--- config.mk ---
export PLATFORM = sky130hd
export DESIGN_NAME = hello_ram_tester
export DESIGN_NICKNAME = d
export VERILOG_FILES = /design/src/rtl/hello_ram_tester.sv
export SDC_FILE = /design/constraint.sdc
export NUM_CORES = 1
export LEC_CHECK = 0
export ABC_AREA = 0
export CELL_PAD_IN_SITES_DETAIL_PLACEMENT = 1
export CELL_PAD_IN_SITES_GLOBAL_PLACEMENT = 1
export CORE_MARGIN = 1
export CORE_UTILIZATION = 35
export DETAILED_ROUTE_END_ITERATION = 10
export DONT_BUFFER_PORTS = 1
export GPL_TIMING_DRIVEN = 0
export PLACE_DENSITY = 0.61
export SYNTH_ARGS = -nofsm -noshare
export SYNTH_HDL_FRONTEND = slang
export SYNTH_SLANG_ARGS = --single-unit
export TNS_END_PERCENT = 30
--- constraint.sdc ---
create_clock -name clk -period 3.15 [get_ports clk]
set_input_delay 0 -clock clk [delete_from_list [all_inputs] [get_ports clk]]
set_output_delay 0 -clock clk [all_outputs]
set_load 0.02 [all_outputs]
--- src/rtl/hello_ram_tester.sv ---
// hello_ram_tester: Avalon-MM master that fills or verifies a word range of the HELLO RAM
module hello_ram_tester #(
    parameter int ADDR_W = 13,
    parameter int DEPTH  = 5000,
    parameter int DATA_W = 32
) (
    input  logic              clk,
    input  logic              reset_n,
    input  logic              start,
    input  logic              mode,
    input  logic [ADDR_W-1:0] base,
    input  logic [ADDR_W:0]   count,
    input  logic [DATA_W-1:0] seed,
    output logic              busy,
    output logic              done,
    output logic [15:0]       err_count,
    output logic [ADDR_W-1:0] first_err_addr,
    output logic [ADDR_W+1:0] avm_address,
    output logic [3:0]        avm_byteenable,
    output logic              avm_read,
    output logic              avm_write,
    output logic [DATA_W-1:0] avm_writedata,
    input  logic [DATA_W-1:0] avm_readdata,
    input  logic              avm_readdatavalid,
    input  logic              avm_waitrequest
);
    typedef enum logic [2:0] {IDLE, WRITE, RREQ, RWAIT, DONE} state_t;
    state_t            state;
    logic [ADDR_W-1:0] addr;
    logic [ADDR_W-1:0] addr_nxt;
    logic [ADDR_W-1:0] base_wrap;
    logic [ADDR_W:0]   rem;
    logic [DATA_W-1:0] data;
    logic              last;
    assign avm_byteenable = 4'hF;
    // base folded into the RAM range, next wrapped address, and last-word detect
    always_comb begin
        base_wrap = (base >= ADDR_W'(DEPTH)) ? base - ADDR_W'(DEPTH) : base;
        addr_nxt  = (addr == ADDR_W'(DEPTH - 1)) ? '0 : addr + ADDR_W'(1);
        last      = rem == (ADDR_W + 1)'(1);
    end
    // command FSM with registered bus outputs; rem counts words still to finish
    always_ff @(posedge clk) begin
        if (!reset_n) begin
            state          <= IDLE;
            busy           <= 1'b0;
            done           <= 1'b0;
            avm_read       <= 1'b0;
            avm_write      <= 1'b0;
            avm_address    <= '0;
            avm_writedata  <= '0;
            err_count      <= '0;
            first_err_addr <= '0;
            addr           <= '0;
            data           <= '0;
            rem            <= '0;
        end else begin
            case (state)
                IDLE: if (start) begin
                    addr           <= base_wrap;
                    data           <= seed;
                    rem            <= count;
                    err_count      <= '0;
                    first_err_addr <= '0;
                    avm_address    <= {base_wrap, 2'b00};
                    avm_writedata  <= seed;
                    if (count == '0) begin
                        done  <= 1'b1;
                        state <= DONE;
                    end else begin
                        busy      <= 1'b1;
                        avm_read  <= mode;
                        avm_write <= ~mode;
                        state     <= mode ? RREQ : WRITE;
                    end
                end
                WRITE: if (!avm_waitrequest) begin
                    if (last) begin
                        avm_write <= 1'b0;
                        busy      <= 1'b0;
                        done      <= 1'b1;
                        state     <= DONE;
                    end else begin
                        rem           <= rem - (ADDR_W + 1)'(1);
                        addr          <= addr_nxt;
                        data          <= data + DATA_W'(1);
                        avm_address   <= {addr_nxt, 2'b00};
                        avm_writedata <= data + DATA_W'(1);
                    end
                end
                RREQ: if (!avm_waitrequest) begin
                    avm_read <= 1'b0;
                    state    <= RWAIT;
                end
                RWAIT: if (avm_readdatavalid) begin
                    if (avm_readdata != data) begin
                        if (err_count != 16'hFFFF) err_count <= err_count + 16'd1;
                        if (err_count == '0) first_err_addr <= addr;
                    end
                    if (last) begin
                        busy  <= 1'b0;
                        done  <= 1'b1;
                        state <= DONE;
                    end else begin
                        rem         <= rem - (ADDR_W + 1)'(1);
                        addr        <= addr_nxt;
                        data        <= data + DATA_W'(1);
                        avm_address <= {addr_nxt, 2'b00};
                        avm_read    <= 1'b1;
                        state       <= RREQ;
                    end
                end
                DONE: begin
                    done  <= 1'b0;
                    state <= IDLE;
                end
                default: state <= IDLE;
            endcase
        end
    end
endmodule

==> metrics.yaml, run 1 <==
placement:
  place_congestion: 0.834
  post-place-ws_ps: -329
  io_buffers: 0
  placed_area_mm2: 0.00823
  hpwl_um: 25100
  place_inst: 1343
synth:
  netlist.area_leader.share_pct: 32.3
  yosysMostFrequentCell: "nand2_1"
  synth.area.top_cells: "dfxtp_1 32%, nand2_1 6.4%, xnor2_1 6.0%"
  synth_top_flop_cell: "dfxtp_1"
  synth.distinct_cells: 65
  synth_top_area_cell: "dfxtp_1"
  synth_edf_count: 0
  synth_warnings: 0
  synthesis.instances: 1059
  yosysSeqAreaShare_pct: 32.3
  synth_top_cells_by_count: "134 x nand2_1, 127 x dfxtp_1, 97 x nor2_1, 94 x a21oi_1, 75 x o21ai_0"
  netlist_area_mm2: 0.00786
  synth_area_per_cell_um2: 7.42
  ys_async_sr_fraction_pct: 0
  synth-seq-cells: 127
finish:
  antenna_cells: 0
  fin_area_mm2: 0.00955
  postLayoutCoreUtil_pct: 43.5
  final_nets: 1250
  drive_gt1_share_pct: 6.56
  fillCellCount: 2734
  fin_cells: 1439
  area_growth_pct: 21.5
status:
  outcome: "complete, but fails checks"
  violations: "DRC"
global_routing:
  grt_util_all_layers_pct: 29.9
  use_met2_pct: 50.9
  grt_pass1_vias: 8727
  use_met3_pct: 7.05
  antenna_found_initial: 0
  grt.overflow.total: 0
  met1_usage_pct: 37.9
  grt_pass1_wl_um: 52900
  grt_max_degree: 17
  busiest_layer: "met2"
drt:
  wl_per_cell_um: 24.0
  drc: 24
  vias_per_cell: 5.99
  routed_wl_um: 34500
  ant_nets: 0
  firstDrtPassIters: 8
  vias: 8614
  drtIter0Drc: 610
critical_path:
  critPathSlowestCell: "or3b_2"
  startpoint_type: "flip-flop"
  cp.arrival_ps: 3300
  critPathMaxFanout: 10
  critPathKind: "flip-flop to flip-flop"
  critPathRequiredTime_ps: 3500
  critPathCaptureType: "flip-flop"
  crit_top_cell: "clkbuf_1"
  slowest_delay_ps: 490
  worstPathCellList: "clkbuf_1 -> or3b_2 -> clkbuf_1 -> nor2_2 -> o21ai_1 -> a21oi_4 -> nand2_1 -> o21ai_0"
worst_hold_path:
  hold_path_class: "primary input to flip-flop"
clock_network:
  htree_levels: 4
  cts_buffers: 17
  cts_tree: "yes"
  cts_buffer_depth: 2
  clock_latency_ps: 440
  clk_pin_slew_ps: 60
  root_buffer: "clkbuf_16"
  cts_setup_buffers: 0
  cts_sinks: 127
floorplan:
  rows: 54
  die_w_um: 152
  start_util_pct: 35.8
  core_mm2: 0.0220
  die_area_mm2: 0.0231
  io_pins: 181
  die_h_um: 152
timing:
  setup_viol: 0
  min_period_over_period_pct: 93.8
  relSlewSlack_pct: 38.5
  fin_hold_ws_ps: 6.90
  worst_slew_pin_slew_ps: 922
  final.min_clock_period_ps: 2950
  setup_slack_ps: 196
  setup_tns_ps: 0
  final_max_slew_viol_count: 0
  max_freq_mhz: 339
  hold_viol_final: 0
  skew_ps: 13.3
  grt_setup_unrepaired: "yes"
power_and_ir_drop:
  power.total_mw: 9.13
  ir_drop_mv: 0.412
  leakagePower_nw: 3.33
  powerDensity_mw_per_mm2: 956
run:
  cap_violations: 0
==> registers in the layout, summed over array words and instances (netlist names) <==
| register | cells |
|---|---|
| avm_writedata | 32 |
| done | 1 |
| state | 3 |
| avm_read | 1 |
| first_err_addr | 13 |
| data | 32 |
| rem | 14 |
| avm_write | 1 |
| avm_address | 13 |
| busy | 1 |
| err_count | 16 |
==> routing by layer <==
layer  up-vias  share of wire, %
li1       4014                 -
met1      4285                44
met2       285                48
met3        30               7.3
met4         0               1.5
met5         -                 0
==> what timing repair did <==
item                                    in CTS  in global routing
hold buffers                                64                  0
pin swaps                                    0                  1
endpoints found under the setup margin      26                 68
gates resized for setup                      3                 16
hold endpoints to repair                    94                  0
==> logic make-up (layout without fill, tap and decap cells) <==
family,after synthesis,count (layout),share of synthesized area (%)
AND/OR/NAND/NOR,427,427,26.4
multiplexers,17,17,2.16
buffers and inverters,104,200,5.59
flip-flops,127,127,32.3
adder cells (fa/ha/maj),7,7,1.11
other,2,6,0.0955
AO/OA/AOI/OAI,309,309,25.0
XOR/XNOR,66,66,7.35
==> critical path: cells and delay by family (launching register included) <==
kind	cells	cell delay [ps]
AND/OR/NAND/NOR	3	1180
AO/OA/AOI/OAI	3	900
buffers and inverters	2	490
flip-flops	1	300
==> cells in the final DEF (no fill, tap or decap), types with 6 or more instances in the layout <==
cell type,n
clkbuf_16,17
and2_1,12
a21boi_0,7
xnor2_1,54
dfxtp_1,127
clkbuf_1,66
a211oi_1,6
mux2i_1,17
o22ai_1,6
o21a_1,11
nor3_1,18
dlygate4sd3_1,64
a32o_1,8
nand3_1,52
o21ai_0,75
o211ai_1,19
nor4_1,18
a21oi_1,93
nor2_1,96
conb_1,6
or3_1,7
o31ai_1,22
o31a_1,7
inv_1,12
nand4_1,27
or4_1,10
a31oi_1,9
a32oi_1,11
a22o_1,11
xor2_1,12
nor2b_1,7
and3_1,16
nand2_1,133
ha_1,7
buf_4,8
buf_2,10
==> final timing paths <==
kind / slack (ps) / startpoint / end / depth (start not counted)
worst max-delay path: 200 / state[2] / avm_writedata[30] / 8
worst min-delay path: 7 / seed[14] / data[14] / 3
worst max register to register: 200 / state[2] / avm_writedata[30] / 8
worst min register to register: 490 / rem[12] / rem[12] / 2
==> cell type report <==
type | instances | area (µm²) | share of cell area [%]
buffer | 91 | 397 | 4.15
clock buffer | 18 | 439 | 4.60
clock inverter | 14 | 180 | 1.89
inverter | 13 | 48.8 | 0.511
multi-input combinational | 832 | 4960 | 51.9
sequential | 127 | 2540 | 26.6
tap | 280 | 350 | 3.67
timing repair buffer | 64 | 641 | 6.71
==> power by group <==
group	internal (mW)	total (mW)	leakage (nW)	switching, mW
combinational	1.36	4.09	2.01	2.74
sequential	2.07	2.89	1.04	0.813
clock	1.28	2.15	0.287	0.870
(Power assumes the default switching activity.)
==> run 2, diff against run 1 <==
--- a/config.mk
+++ b/config.mk
@@ -9,11 +9,12 @@
 export CELL_PAD_IN_SITES_DETAIL_PLACEMENT = 1
 export CELL_PAD_IN_SITES_GLOBAL_PLACEMENT = 1
 export CORE_MARGIN = 1
-export CORE_UTILIZATION = 35
+export CORE_UTILIZATION = 41
+export CTS_BUF_LIST = sky130_fd_sc_hd__clkbuf_4
 export DETAILED_ROUTE_END_ITERATION = 10
 export DONT_BUFFER_PORTS = 1
 export GPL_TIMING_DRIVEN = 0
-export PLACE_DENSITY = 0.61
+export PLACE_DENSITY = 0.7
 export SYNTH_ARGS = -nofsm -noshare
 export SYNTH_HDL_FRONTEND = slang
 export SYNTH_SLANG_ARGS = --single-unit
==> metrics.yaml, run 2 (same netlist as run 1, synthesis figures left out) <==
clock_network:
  htree_levels: 4  # unchanged
  root_buffer: "clkbuf_4"  # was clkbuf_16
  cts_tree: "yes"  # unchanged
  cts_buffers: 17  # unchanged
  cts_setup_buffers: 0  # unchanged
  clock_latency_ps: 590  # was 440 ps
  clk_pin_slew_ps: 130  # was 60 ps
  cts_buffer_depth: 2  # unchanged
  cts_sinks: 127  # unchanged
global_routing:
  grt_pass1_vias: 8998  # was 8,727
  grt_max_degree: 17  # unchanged
  grt_pass1_wl_um: 51500  # was 52,900 µm
  grt.overflow.total: 0  # unchanged
  grt_util_all_layers_pct: 34.1  # was 29.9%
  antenna_found_initial: 1  # was 0
critical_path:
  cpLargestDelayFamily: "simple AND/OR/NAND/NOR gates"  # unchanged
  slowest_delay_ps: 520  # was 490 ps
  cp-startpoint: "rem[6]"  # was state[2]
  cp.arrival_ps: 3500  # was 3300 ps
  worst-r2r-cell-count: 9  # was 8
  reg2reg_from: "rem[6]"  # was state[2]
  r2r_slack_ps: 150  # was 200 ps
  critPathMaxFanout: 10  # unchanged
  critPathSlowestCell: "or4_1"  # was or3b_2
  r2r-end: "avm_writedata[9]"  # was avm_writedata[30]
  crit_buf_inv: 3  # was 2
  worstPathCellList: "or4_1 -> buf_2 -> or4_4 -> buf_6 -> or2_4 -> a21oi_2 -> buf_4 -> nand3_1 -> o21ai_0"  # was clkbuf_1 -> or3b_2 -> clkbuf_1 -> nor2_2 -> o21ai_1 -> a21oi_4 -> nand2_1 -> o21ai_0
  critPathKind: "flip-flop to flip-flop"  # unchanged
  critPathRequiredTime_ps: 3650  # was 3500 ps
  startpoint_type: "flip-flop"  # unchanged
  critPathCaptureType: "flip-flop"  # unchanged
finish:
  drive_gt1_share_pct: 5.82  # was 6.56%
  fillCellCount: 2396  # was 2,734
  reg_top3: "avm_writedata x32, data x32, err_count x16"  # unchanged
  layout_common_cells: "133 x nand2_1, 127 x dfxtp_1, 96 x nor2_1"  # unchanged
  area_growth_pct: 18.4  # was 21.5%
  final_nets: 1259  # was 1,250
  mostFrequentLayoutCell: "nand2_1"  # unchanged
drt:
  vias_per_cell: 6.28  # was 5.99
  ant_nets: 0  # unchanged
  drtIter0Drc: 513  # was 610
  wl_per_cell_um: 23.8  # was 24.0 µm
  routed_wl_um: 33400  # was 34,500 µm
  vias: 8817  # was 8,614
  drc: 0  # was 24
  firstDrtPassIters: 5  # was 8
power_and_ir_drop:
  ir_drop_mv: 0.341  # was 0.412 mV
  leakagePower_nw: 3.26  # was 3.33 nW
  powerDensity_mw_per_mm2: 904  # was 956 mW/mm²
timing:
  hold_viol_final: 0  # unchanged
  setup_tns_ps: 0  # unchanged
  max_freq_mhz: 334  # was 339 MHz
  worst_slew_pin_slew_ps: 1010  # was 922 ps
  grt_setup_unrepaired: "no"  # was yes
  relSlewSlack_pct: 32.8  # was 38.5%
  setup_viol: 0  # unchanged
  final.min_clock_period_ps: 3000  # was 2950 ps
  skew_ps: 22.9  # was 13.3 ps
  min_period_over_period_pct: 95.2  # was 93.8%
  final_max_slew_viol_count: 0  # unchanged
  fin_hold_ws_ps: 12.7  # was 6.90 ps
run:
  cap_violations: 0  # unchanged
floorplan:
  core_mm2: 0.0188  # was 0.0220 mm²
  rows: 50  # was 54
  die_w_um: 140  # was 152 µm
  die_h_um: 140  # was 152 µm
  io_pins: 181  # unchanged
  die_area_mm2: 0.0197  # was 0.0231 mm²
  start_util_pct: 41.9  # was 35.8%
status:
  outcome: "complete, no violations"  # was complete, but fails checks
worst_hold_path:
  min_path_cells: 4  # was 3
  min-delay-start: "base[11]"  # was seed[14]
  hold_path_class: "primary input to flip-flop"  # unchanged
  hold_path_end: "avm_address[12]"  # was data[14]
placement:
  place_congestion: 0.872  # was 0.834
  io_buffers: 0  # unchanged
  hpwl_um: 23600  # was 25,100 µm
[run 2: cell types whose count changed in the layout (fill, tap and decap cells not counted), moves of 2 or more]
cell / previous run / this run
nor4_2: 2 / 0
bufinv_16: 3 / 5
inv_6: 5 / 0
clkinvlp_4: 5 / 3
nor4_4: 0 / 2
dlygate4sd3_1: 64 / 73
clkbuf_16: 17 / 0
clkbuf_4: 0 / 18
clkinv_1: 0 / 7
[run 2: worst max path at each step]
stage / end / cells past startpoint / slack [ps]
floorplan: data[14] / 10 / 610
global placement: avm_writedata[13] / 9 / -120
detailed placement: avm_writedata[17] / 9 / -140
CTS: rem[4] / 10 / 10
global route: data[31] / 7 / 20
finish: avm_writedata[9] / 9 / 150
[run 2: area by class of cell]
type                            instances  area [µm²]  share of cell area, %
Antenna cell                            1        2.50                 0.0269
Buffer                                 91         398                   4.27
Timing Repair Buffer                   73         731                   7.85
Sequential cell                       127        2540                   27.3
Inverter                               13        48.8                  0.524
Clock buffer                           17         128                   1.37
Tap cell                              234         293                   3.15
Clock inverter                         15         199                   2.14
Multi-Input combinational cell        832        4970                   53.4
[run 2: report_power, final]
part	internal, mW	total (mW)	switching, mW
sequential	2.07	2.89	0.822
clock	0.689	1.38	0.692
combinational	1.38	4.14	2.76
total	4.13	8.41	4.28
[run 2: timing repair]
item,4_1_cts,5_1_grt
gates cloned,0,0
setup endpoints to repair,36,80
gates resized for setup,5,13
endpoints found under the hold margin,102,0
hold buffers,73,0
pin swaps,0,0
[run 2: layer usage]
layer  share of wire [%]  GRT usage [%]  up-vias  wire length [µm]
li1                    -              -     4031                 -
met1                  41           41.6     4336             13800
met2                  47           56.4      377             15800
met3                 8.3           9.57       73              2770
met4                 2.9           13.9        0               958
met5                   0              0        -                 0
[run 2: through the flow]
stage | utilization (%) | cells | instance area, µm² | total power, mW | setup WS, ps
final | 49.6 | 1403 | 9310 | 8.41 | 152
after global routing | 49.6 | 1403 | 9310 | 8.86 | 17.2
after CTS | 49.3 | 1402 | 9250 | 8.25 | 14.3
after detailed placement | 43.5 | 1297 | 8170 | 6.75 | -140
after global placement | 43.5 | 1297 | 8170 | 6.69 | -123
after floorplan | - | 1063 | 7880 | 5.37 | 610
[run 2: worst register-to-register path: stages (launching register included)]
cell and delay, ps:
dfxtp_1 380, or4_1 520, buf_2 170, or4_4 420, buf_6 160, or2_4 280, a21oi_2 490, buf_4 310
nand3_1 90, o21ai_0 120
